`src/rtl/seven_seg_counter_mux.sv`:
```
// rtl/seven_seg_counter_mux.sv - counter with debounced run/pause and multiplexed seven-segment driver
module seven_seg_counter_mux #(
    parameter int N_DIGITS     = 4,
    parameter int TICK_DIV     = 2097152,
    parameter int SCAN_DIV     = 4096,
    parameter int DEBOUNCE_CYC = 65536,
    parameter int BCD          = 0,
    parameter int LZ_BLANK     = 0
) (
    input  logic                    clk,
    input  logic                    rst_n,
    input  logic                    btn,
    input  logic                    up_dn,
    output logic [N_DIGITS-1:0]     dig,
    output logic [6:0]              seg,
    output logic [4*N_DIGITS-1:0]   count,
    output logic                    running
);

    localparam int CW     = 4 * N_DIGITS;
    localparam int TICK_W = $clog2(TICK_DIV);
    localparam int SCAN_W = $clog2(SCAN_DIV);
    localparam int DB_W   = $clog2(DEBOUNCE_CYC + 1);
    localparam int IDX_W  = (N_DIGITS > 1) ? $clog2(N_DIGITS) : 1;

    localparam logic [TICK_W-1:0] TICK_LAST = TICK_W'(TICK_DIV - 1);
    localparam logic [SCAN_W-1:0] SCAN_LAST = SCAN_W'(SCAN_DIV - 1);
    localparam logic [DB_W-1:0]   DB_LAST   = DB_W'(DEBOUNCE_CYC - 1);
    localparam logic [IDX_W-1:0]  IDX_LAST  = IDX_W'(N_DIGITS - 1);

    logic              btn_s1, btn_s2;
    logic [DB_W-1:0]   db_cnt;
    logic              db_level, db_level_d;
    logic              press;
    logic [TICK_W-1:0] tick_cnt;
    logic              step;
    logic [CW-1:0]     count_next;
    logic [SCAN_W-1:0] scan_cnt;
    logic              scan_strobe;
    logic [IDX_W-1:0]  scan_idx;
    logic [3:0]        cur_nib;
    logic              cur_blank;

    // Active-high segment pattern {A,B,C,D,E,F,G} for one hex nibble
    function automatic logic [6:0] seg_decode(input logic [3:0] n);
        case (n)
            4'h0:    seg_decode = 7'h7E;
            4'h1:    seg_decode = 7'h30;
            4'h2:    seg_decode = 7'h6D;
            4'h3:    seg_decode = 7'h79;
            4'h4:    seg_decode = 7'h33;
            4'h5:    seg_decode = 7'h5B;
            4'h6:    seg_decode = 7'h5F;
            4'h7:    seg_decode = 7'h70;
            4'h8:    seg_decode = 7'h7F;
            4'h9:    seg_decode = 7'h7B;
            4'hA:    seg_decode = 7'h77;
            4'hB:    seg_decode = 7'h1F;
            4'hC:    seg_decode = 7'h4E;
            4'hD:    seg_decode = 7'h3D;
            4'hE:    seg_decode = 7'h4F;
            default: seg_decode = 7'h47;
        endcase
    endfunction

    // Decimal +/-1 with per-digit carry/borrow; out-of-range nibbles are treated as 9
    function automatic logic [CW-1:0] bcd_step(input logic [CW-1:0] v, input logic up);
        logic [CW-1:0] r;
        logic          carry;
        logic [3:0]    nib;
        r     = v;
        carry = 1'b1;
        for (int k = 0; k < N_DIGITS; k++) begin
            nib = v[4*k +: 4];
            if (carry) begin
                if (up) begin
                    if (nib >= 4'd9) begin
                        r[4*k +: 4] = 4'd0;
                    end else begin
                        r[4*k +: 4] = nib + 4'd1;
                        carry       = 1'b0;
                    end
                end else begin
                    if (nib == 4'd0 || nib > 4'd9) begin
                        r[4*k +: 4] = 4'd9;
                    end else begin
                        r[4*k +: 4] = nib - 4'd1;
                        carry       = 1'b0;
                    end
                end
            end
        end
        return r;
    endfunction

    // Two-flop synchroniser for the asynchronous button
    always_ff @(posedge clk or negedge rst_n) begin
        if (!rst_n) begin
            btn_s1 <= 1'b0;
            btn_s2 <= 1'b0;
        end else begin
            btn_s1 <= btn;
            btn_s2 <= btn_s1;
        end
    end

    // Stability counter: accept a new level after DEBOUNCE_CYC equal cycles, keep a delayed copy for edge detect
    always_ff @(posedge clk or negedge rst_n) begin
        if (!rst_n) begin
            db_cnt     <= '0;
            db_level   <= 1'b0;
            db_level_d <= 1'b0;
        end else begin
            db_level_d <= db_level;
            if (btn_s2 == db_level) begin
                db_cnt <= '0;
            end else if (db_cnt == DB_LAST) begin
                db_cnt   <= '0;
                db_level <= btn_s2;
            end else begin
                db_cnt <= db_cnt + DB_W'(1);
            end
        end
    end

    assign press = db_level & ~db_level_d;

    // Run/pause toggles on each accepted press
    always_ff @(posedge clk or negedge rst_n) begin
        if (!rst_n) begin
            running <= 1'b1;
        end else if (press) begin
            running <= ~running;
        end
    end

    assign step = running && (tick_cnt == TICK_LAST);

    // Step prescaler advances only while running, so a pause freezes the phase
    always_ff @(posedge clk or negedge rst_n) begin
        if (!rst_n) begin
            tick_cnt <= '0;
        end else if (running) begin
            tick_cnt <= step ? '0 : tick_cnt + TICK_W'(1);
        end
    end

    // Next count value in the selected number base
    always_comb begin
        count_next = count;
        if (BCD != 0) begin
            count_next = bcd_step(count, up_dn);
        end else if (up_dn) begin
            count_next = count + CW'(1);
        end else begin
            count_next = count - CW'(1);
        end
    end

    // Counter register updates on each step strobe
    always_ff @(posedge clk or negedge rst_n) begin
        if (!rst_n) begin
            count <= '0;
        end else if (step) begin
            count <= count_next;
        end
    end

    assign scan_strobe = (scan_cnt == SCAN_LAST);

    // Select nibble for the slot about to be lit and decide leading-zero blanking
    always_comb begin
        logic zero_above;
        cur_nib    = 4'h0;
        cur_blank  = 1'b0;
        zero_above = 1'b1;
        for (int k = N_DIGITS - 1; k >= 0; k--) begin
            zero_above = zero_above && (count[4*k +: 4] == 4'h0);
            if (scan_idx == IDX_W'(k)) begin
                cur_nib   = count[4*k +: 4];
                cur_blank = (LZ_BLANK != 0) && (k > 0) && zero_above;
            end
        end
    end

    // Scan prescaler and slot register: scan_idx names the digit shown at the next strobe
    always_ff @(posedge clk or negedge rst_n) begin
        if (!rst_n) begin
            scan_cnt <= '0;
            scan_idx <= '0;
            dig      <= '1;
            seg      <= 7'h7F;
        end else begin
            scan_cnt <= scan_strobe ? '0 : scan_cnt + SCAN_W'(1);
            if (scan_strobe) begin
                dig      <= ~(N_DIGITS'(1) << scan_idx);
                seg      <= cur_blank ? 7'h7F : ~seg_decode(cur_nib);
                scan_idx <= (scan_idx == IDX_LAST) ? '0 : scan_idx + IDX_W'(1);
            end
        end
    end

endmodule

```
`config.mk`:
```
export PLATFORM = sky130hd
export DESIGN_NAME = seven_seg_counter_mux
export DESIGN_NICKNAME = d
export VERILOG_FILES = /design/src/rtl/seven_seg_counter_mux.sv
export SDC_FILE = /design/constraint.sdc
export NUM_CORES = 1
export LEC_CHECK = 0
export ABC_AREA = 1
export CELL_PAD_IN_SITES_DETAIL_PLACEMENT = 1
export CELL_PAD_IN_SITES_GLOBAL_PLACEMENT = 1
export CORE_MARGIN = 2
export CORE_UTILIZATION = 46
export CTS_BUF_LIST = sky130_fd_sc_hd__clkbuf_2
export DETAILED_ROUTE_END_ITERATION = 10
export PLACE_DENSITY_LB_ADDON = 0.1
export SETUP_SLACK_MARGIN = 0.05
export SYNTH_ARGS = -nofsm -noshare
export SYNTH_HDL_FRONTEND = slang
export SYNTH_SLANG_ARGS = --single-unit
```
`constraint.sdc`:
```
create_clock -name clk -period 2.7 [get_ports clk]
set_input_delay 0.405 -clock clk [delete_from_list [all_inputs] [get_ports clk]]
set_output_delay 0.405 -clock clk [all_outputs]
set_load 0.01 [all_outputs]
```
; ---- Word-level counts from Yosys, hierarchy flattened
; Memories as Yosys holds them, arrays and structs flattened.
; Cells that the tools add are included.
[totals]
mem_count = 1
word_cells = 47
regBits = 84
mem_bits_ro = 112
[classes]
addsub = 6
n_eq_ne = 7
n_mux = 11
bitwise_logic = 6
n_reduce_logical = 3
shifts = 1
[mem_list]
columns = name, words, word_bits, read_ports, rd_ports_with_merged_regs, write_ports, line
row1 = (no name shown), 16, 7, 1, 0, 0, 46  ; case (n)
[ops]
columns = cell, n
row1 = two-way mux 17 bit, 2
row2 = "adder 21 x 1 -> 21 bit, second input constant", 1
row3 = "== test 21 bit, second input constant", 1
row4 = two-way mux 21 bit, 1
row5 = "adder 17 x 1 -> 17 bit, second input constant", 1
row6 = "== test 17 x 16 -> 1 bit, second input constant", 1
row7 = "adder 16 x 1 -> 16 bit, second input constant", 1
row8 = two-way mux 16 bit, 1
row9 = two-way mux 4 bit, 4
row10 = "subtractor 16 x 1 -> 16 bit, second input constant", 1
row11 = "adder 12 x 1 -> 12 bit, second input constant", 1
row12 = "== test 12 bit, second input constant", 1
row13 = two-way mux 12 bit, 1
row14 = two-way mux 7 bit, 1
row15 = NOT 7 bit, 1
row16 = "== test 2 bit, second input constant", 2
row17 = NOT 4 bit, 1
row18 = "left shift 1 x 2 -> 4 bit, first input constant", 1
row19 = NOT 1 bit, 3
row20 = "adder 2 x 1 -> 2 bit, second input constant", 1
row21 = "== test 2 x 1 -> 1 bit, second input constant", 1
row22 = logical NOT 2 bit, 1
row23 = two-way mux 2 bit, 1
row24 = AND reduction 2 bit, 1
row25 = other kinds (3), 3

; ---- Depth between registers and ports, before layout
; An unclocked memory read counts as a cell.
[logic_depth]
word_depth = 8
mapped_depth = 15
mapped_depth_nobuf = 15

; ---- Least setup slack after synthesis
; No wires, ideal clock.
[synth_path]
path_type = flip-flop to flip-flop
startpoint = reg scan_idx[0]
endpoint = reg seg[3]
path_slack_ns = 0.571
setup_ns = 0.076
period_less_slack_ns = 2.129
required_ns = 2.624
t_arrival_ns = 2.054
path_stages_with_launch = 14
cell_sequence = dfrtp_1 ha_1 buf_2 a21oi_1 nand2_1 a21boi_0 inv_1 ha_1 nand2_1 nand2_1 nand2_1 nand2_1 nand2_1 nand2_1
[synth_via]
elab_chain_len = 8
[synth_lines]
columns = element, line
row1 = "start, declared", 40  ; logic [IDX_W-1:0] scan_idx;
row2 = "start signal, assigned", 198  ; scan_idx <= (scan_idx == IDX_LAST) ? '0 : scan_idx + IDX_W'(1);
row3 = == test 2 bit, 179  ; if (scan_idx == IDX_W'(k)) begin
row4 = two-way mux 4 bit (3 in a row), 179
row5 = two-way mux 4 bit (*), 179
row6 = memory (16 x 7 bit) (*), -
row7 = two-way mux 7 bit (*), 195  ; if (scan_strobe) begin
row8 = NOT 7 bit (*), 197  ; seg <= cur_blank ? 7'h7F : ~seg_decode(cur_nib);
row9 = "end signal, assigned", 197
row10 = "end, declared", 15  ; output logic [6:0] seg,
; Every way passes the cells marked *; elsewhere a longest branch is shown, timed or not. The select of a mux whose other input is x is not followed.
; A chain may end at the register's enable or synchronous reset.

; ---- Final worst setup path
[layout_path]
startpoint = reg running
endpoint = out running
[layout_rtl]
columns = element, line
row1 = "start, declared", 17  ; output logic running
row2 = "start signal, assigned", 133  ; running <= ~running;
; No word-level cell between the ends.

==> impl_metrics.yaml <==
run_status:
  outcome: "finished clean"
synthesis:
  syn_nets: 737
  ys_types: 41
  synth_seq_area_share: 0.397
  synth.avg_cell_area_sq_um: 7.57
  synth-main-ff-cell: "dfrtp_1"
  synth.yosys.warnings: 0
  asyncSetResetFlopFracSynth: 1.00
  synth_top_area_share: 0.338
  post_synth_inst_count: 704
  synth-edff-count: 0
  synthDominantAreaCellType: "dfrtp_1"
  synthesis.area_sq_mm: 0.00533
  top_cells_by_area_in_the_synthesized_netlist: "dfrtp_1, nand2_1, ha_1"
  ys_ff_latch: 84
cts:
  cts_inserted_buffers: 9
  cts_tree: "built"
  cts_buffer_depth: 2
  cts.sinks: 84
  clock-root-buffer: "clkbuf_2"
  h-tree-depth: 3
  post-cts-setup-buffer-count: 0
  cts_resized: 0
  cts.clk_slew.worst_paths_ps: 240
  clkLatencyLatePin_ps: 570
place:
  io_buffer_count: 31
  numPlacedInstances: 877
  dpl.hpwl_um: 10600
  post_dp_cell_area_sq_mm: 0.00582
  detailedPlace.worstSlack_ps: 69.0
  gp_routability_congestion: 0.824
grt:
  grt_util_all_layers: 0.235
  global_route.overflow_total: 0
  grt_pass1_vias: 5125
  first_pass_grt_wire_length_um: 24200
  grt_start_max_net_pins: 46
  grt_antenna_before_repair: 0
timing:
  layout_worst_path_cycle_share: 0.846
  max_clock_freq_mhz: 438
  finalSetupViolCount: 0
  finClkSkew_ps: 39.8
  worst_slew_margin_rel: 0.643
  post-route-min-period_ps: 2280
  grt_setup_unrepaired: "false"
  report.final.slew_viol_count: 0
  worst_pin_slew_ps: 535
  final_number_of_hold_violating_endpoints: 0
  setup-tns-final_ps: 0
  worst_slack_on_hold_paths_ps: 249
  final.setup.worst_slack_ps: 417
drt:
  wirelength_um: 13600
  ant_nets: 0
  viasPerCell: 5.25
  routed-via-count: 4692
  wire_per_inst_um: 15.2
  drt-pass1-iter-count: 4
  drt_iter0_markers: 157
  drc_errors: 0
flow_run:
  drv_cap: 0
cells_and_area:
  layout-area-overhead-vs-synth_pct: 11.6
  num-fill-cells: 1472
  insertedDiodeCount: 0
  seqCellArea_sq_mm: 0.00212
  stdcell_area_sq_mm: 0.00595
  multi_input_comb_area_sq_mm: 0.00280
  post-route-util: 0.523
  post_layout_nonfiller_instances: 894
  fraction_of_final_layout_cells_sized_beyond_drive_strength_1: 0.107
  fin_nets: 779
die:
  die_height_um: 112
  rows: 39
  floorplan.io_pins: 32
  fp.dieArea_sq_mm: 0.0125
  floorplan.die.width_um: 112
  placeableCoreArea_sq_mm: 0.0114
  initial_utilization: 0.469
power:
  power_per_cell_area_mw_per_mm2: 359
  p_leak_nw: 3.08
  total_power_consumption_of_the_routed_design_mw: 2.14
  worst_ir_drop_vdd_mv: 0.273
setup_path:
  depth_of_the_critical_timing_path_with_buffers_and_inverters_included: 1
  data_required_time_of_the_critical_path_ps: 2300
  crit_path_cell_trace: "clkdlybuf4s50_1"
  worst_path_slowest_cell: "dfstp_2"
  crit_path_max_incr_delay_ps: 740
  worstPathBufferInverterCount: 1
  endpoint_kind: "output port"
  cp.arrival_ps: 1880
  r2r.worst_path.cells: 14
  timing.critical_path.from_type: "flip-flop"
  critical-path-top-delay-family: "flip-flops"
  critPathMaxFanout: 11
  critical_setup_path_kind: "reg2out"
min_path:
  hold_path_class: "in2reg"
  worst_hold_path.num_cells: 1
[synth_stat cells, types with 4 or more instances]
| library cell | number |
|---|---|
| o21bai_1 | 4 |
| a21oi_1 | 23 |
| nand2_2 | 11 |
| buf_2 | 4 |
| xor2_1 | 20 |
| ha_1 | 28 |
| nand2_1 | 213 |
| nand3_2 | 5 |
| or2_2 | 4 |
| o21ai_0 | 8 |
| nand3b_1 | 8 |
| o21ai_1 | 6 |
| xnor2_1 | 9 |
| nor2_1 | 65 |
| inv_2 | 5 |
| inv_1 | 88 |
| nand4_1 | 5 |
| and2_1 | 4 |
| nor3_1 | 20 |
| nand3_1 | 55 |
| dfrtp_1 | 72 |
| o21ai_2 | 5 |
| dfstp_2 | 12 |
[placed cells by master (no fill, tap or decap), types with 3 or more instances in the layout]
master,synthesis,layout
nand3b_1,8,8
nor3_1,20,20
nand4_1,5,5
clkdlybuf4s50_1,0,30
nor2_2,3,3
xor2_1,20,20
o21ai_2,5,5
nor2_1,65,65
inv_1,88,88
o21ai_1,6,6
o21ai_0,8,8
nand3_2,5,5
clkbuf_2,0,9
nand2_1,213,213
and2_1,4,4
nand2_2,11,11
inv_2,5,5
dfrtp_1,72,72
dfstp_2,12,12
nor2_4,3,3
o21bai_1,4,4
nand3_1,55,55
xnor2_1,9,9
nor3_4,3,3
or2_2,4,4
ha_1,28,28
buf_4,1,7
a21oi_1,23,23
[final timing paths]
| kind | start | to | slack [ps] |
|---|---|---|---|
| max in group asynchronous | rst_n | dig[0] | 1660 |
| min | btn | btn_s1 | 250 |
| min in group asynchronous | rst_n | tick_cnt[11] | 310 |
| max | running | running | 420 |
| max reg2reg | scan_idx[0] | seg[5] | 430 |
| min reg2reg | btn_s1 | btn_s2 | 400 |
[logic make-up (layout without fill, tap and decap cells)]
kind of cell    after synthesis  in the layout  synth area share
compound gates               52             52            0.0563
buf+inv                     102            149            0.0782
xor+xnor                     29             29            0.0476
flops                        84             84             0.397
fa+ha+maj                    29             29            0.0695
simple gates                408            408             0.351
[report_power, final]
part	total [mW]	switching, mW	internal, mW
combinational	0.165	0.111	0.0543
clock	0.701	0.483	0.218
sequential	1.27	0.00340	1.27
[registers in the layout (all words and copies together) (netlist names)]
register,cells
tick_cnt,21
db_cnt,17
count,16
scan_cnt,12
seg,7
dig,4
scan_idx,2
btn_s1,1
btn_s2,1
db_level,1
db_level_d,1
running,1
[routing by layer]
layer,part of all wire,GRT usage,vias to the layer above
li1,-,-,2312
met1,0.47,0.308,2323
met2,0.50,0.410,42
met3,0.020,0.0327,15
met4,0.011,0.0584,0
met5,0,0,-
[repair_timing]
action,in CTS,in global routing
hold endpoints to repair,38,0
hold buffers,1,0
endpoints found under the setup margin,0,0
[area by class of cell]
class | count | share of cell area
Multi-Input combinational cell | 518 | 0.470
Sequential cell | 84 | 0.356
Clock buffer | 9 | 0.00757
Timing Repair Buffer | 39 | 0.0644
Tap cell | 143 | 0.0301
Clock inverter | 7 | 0.0122
Inverter | 94 | 0.0597
Power figures use the tool's default switching activity.
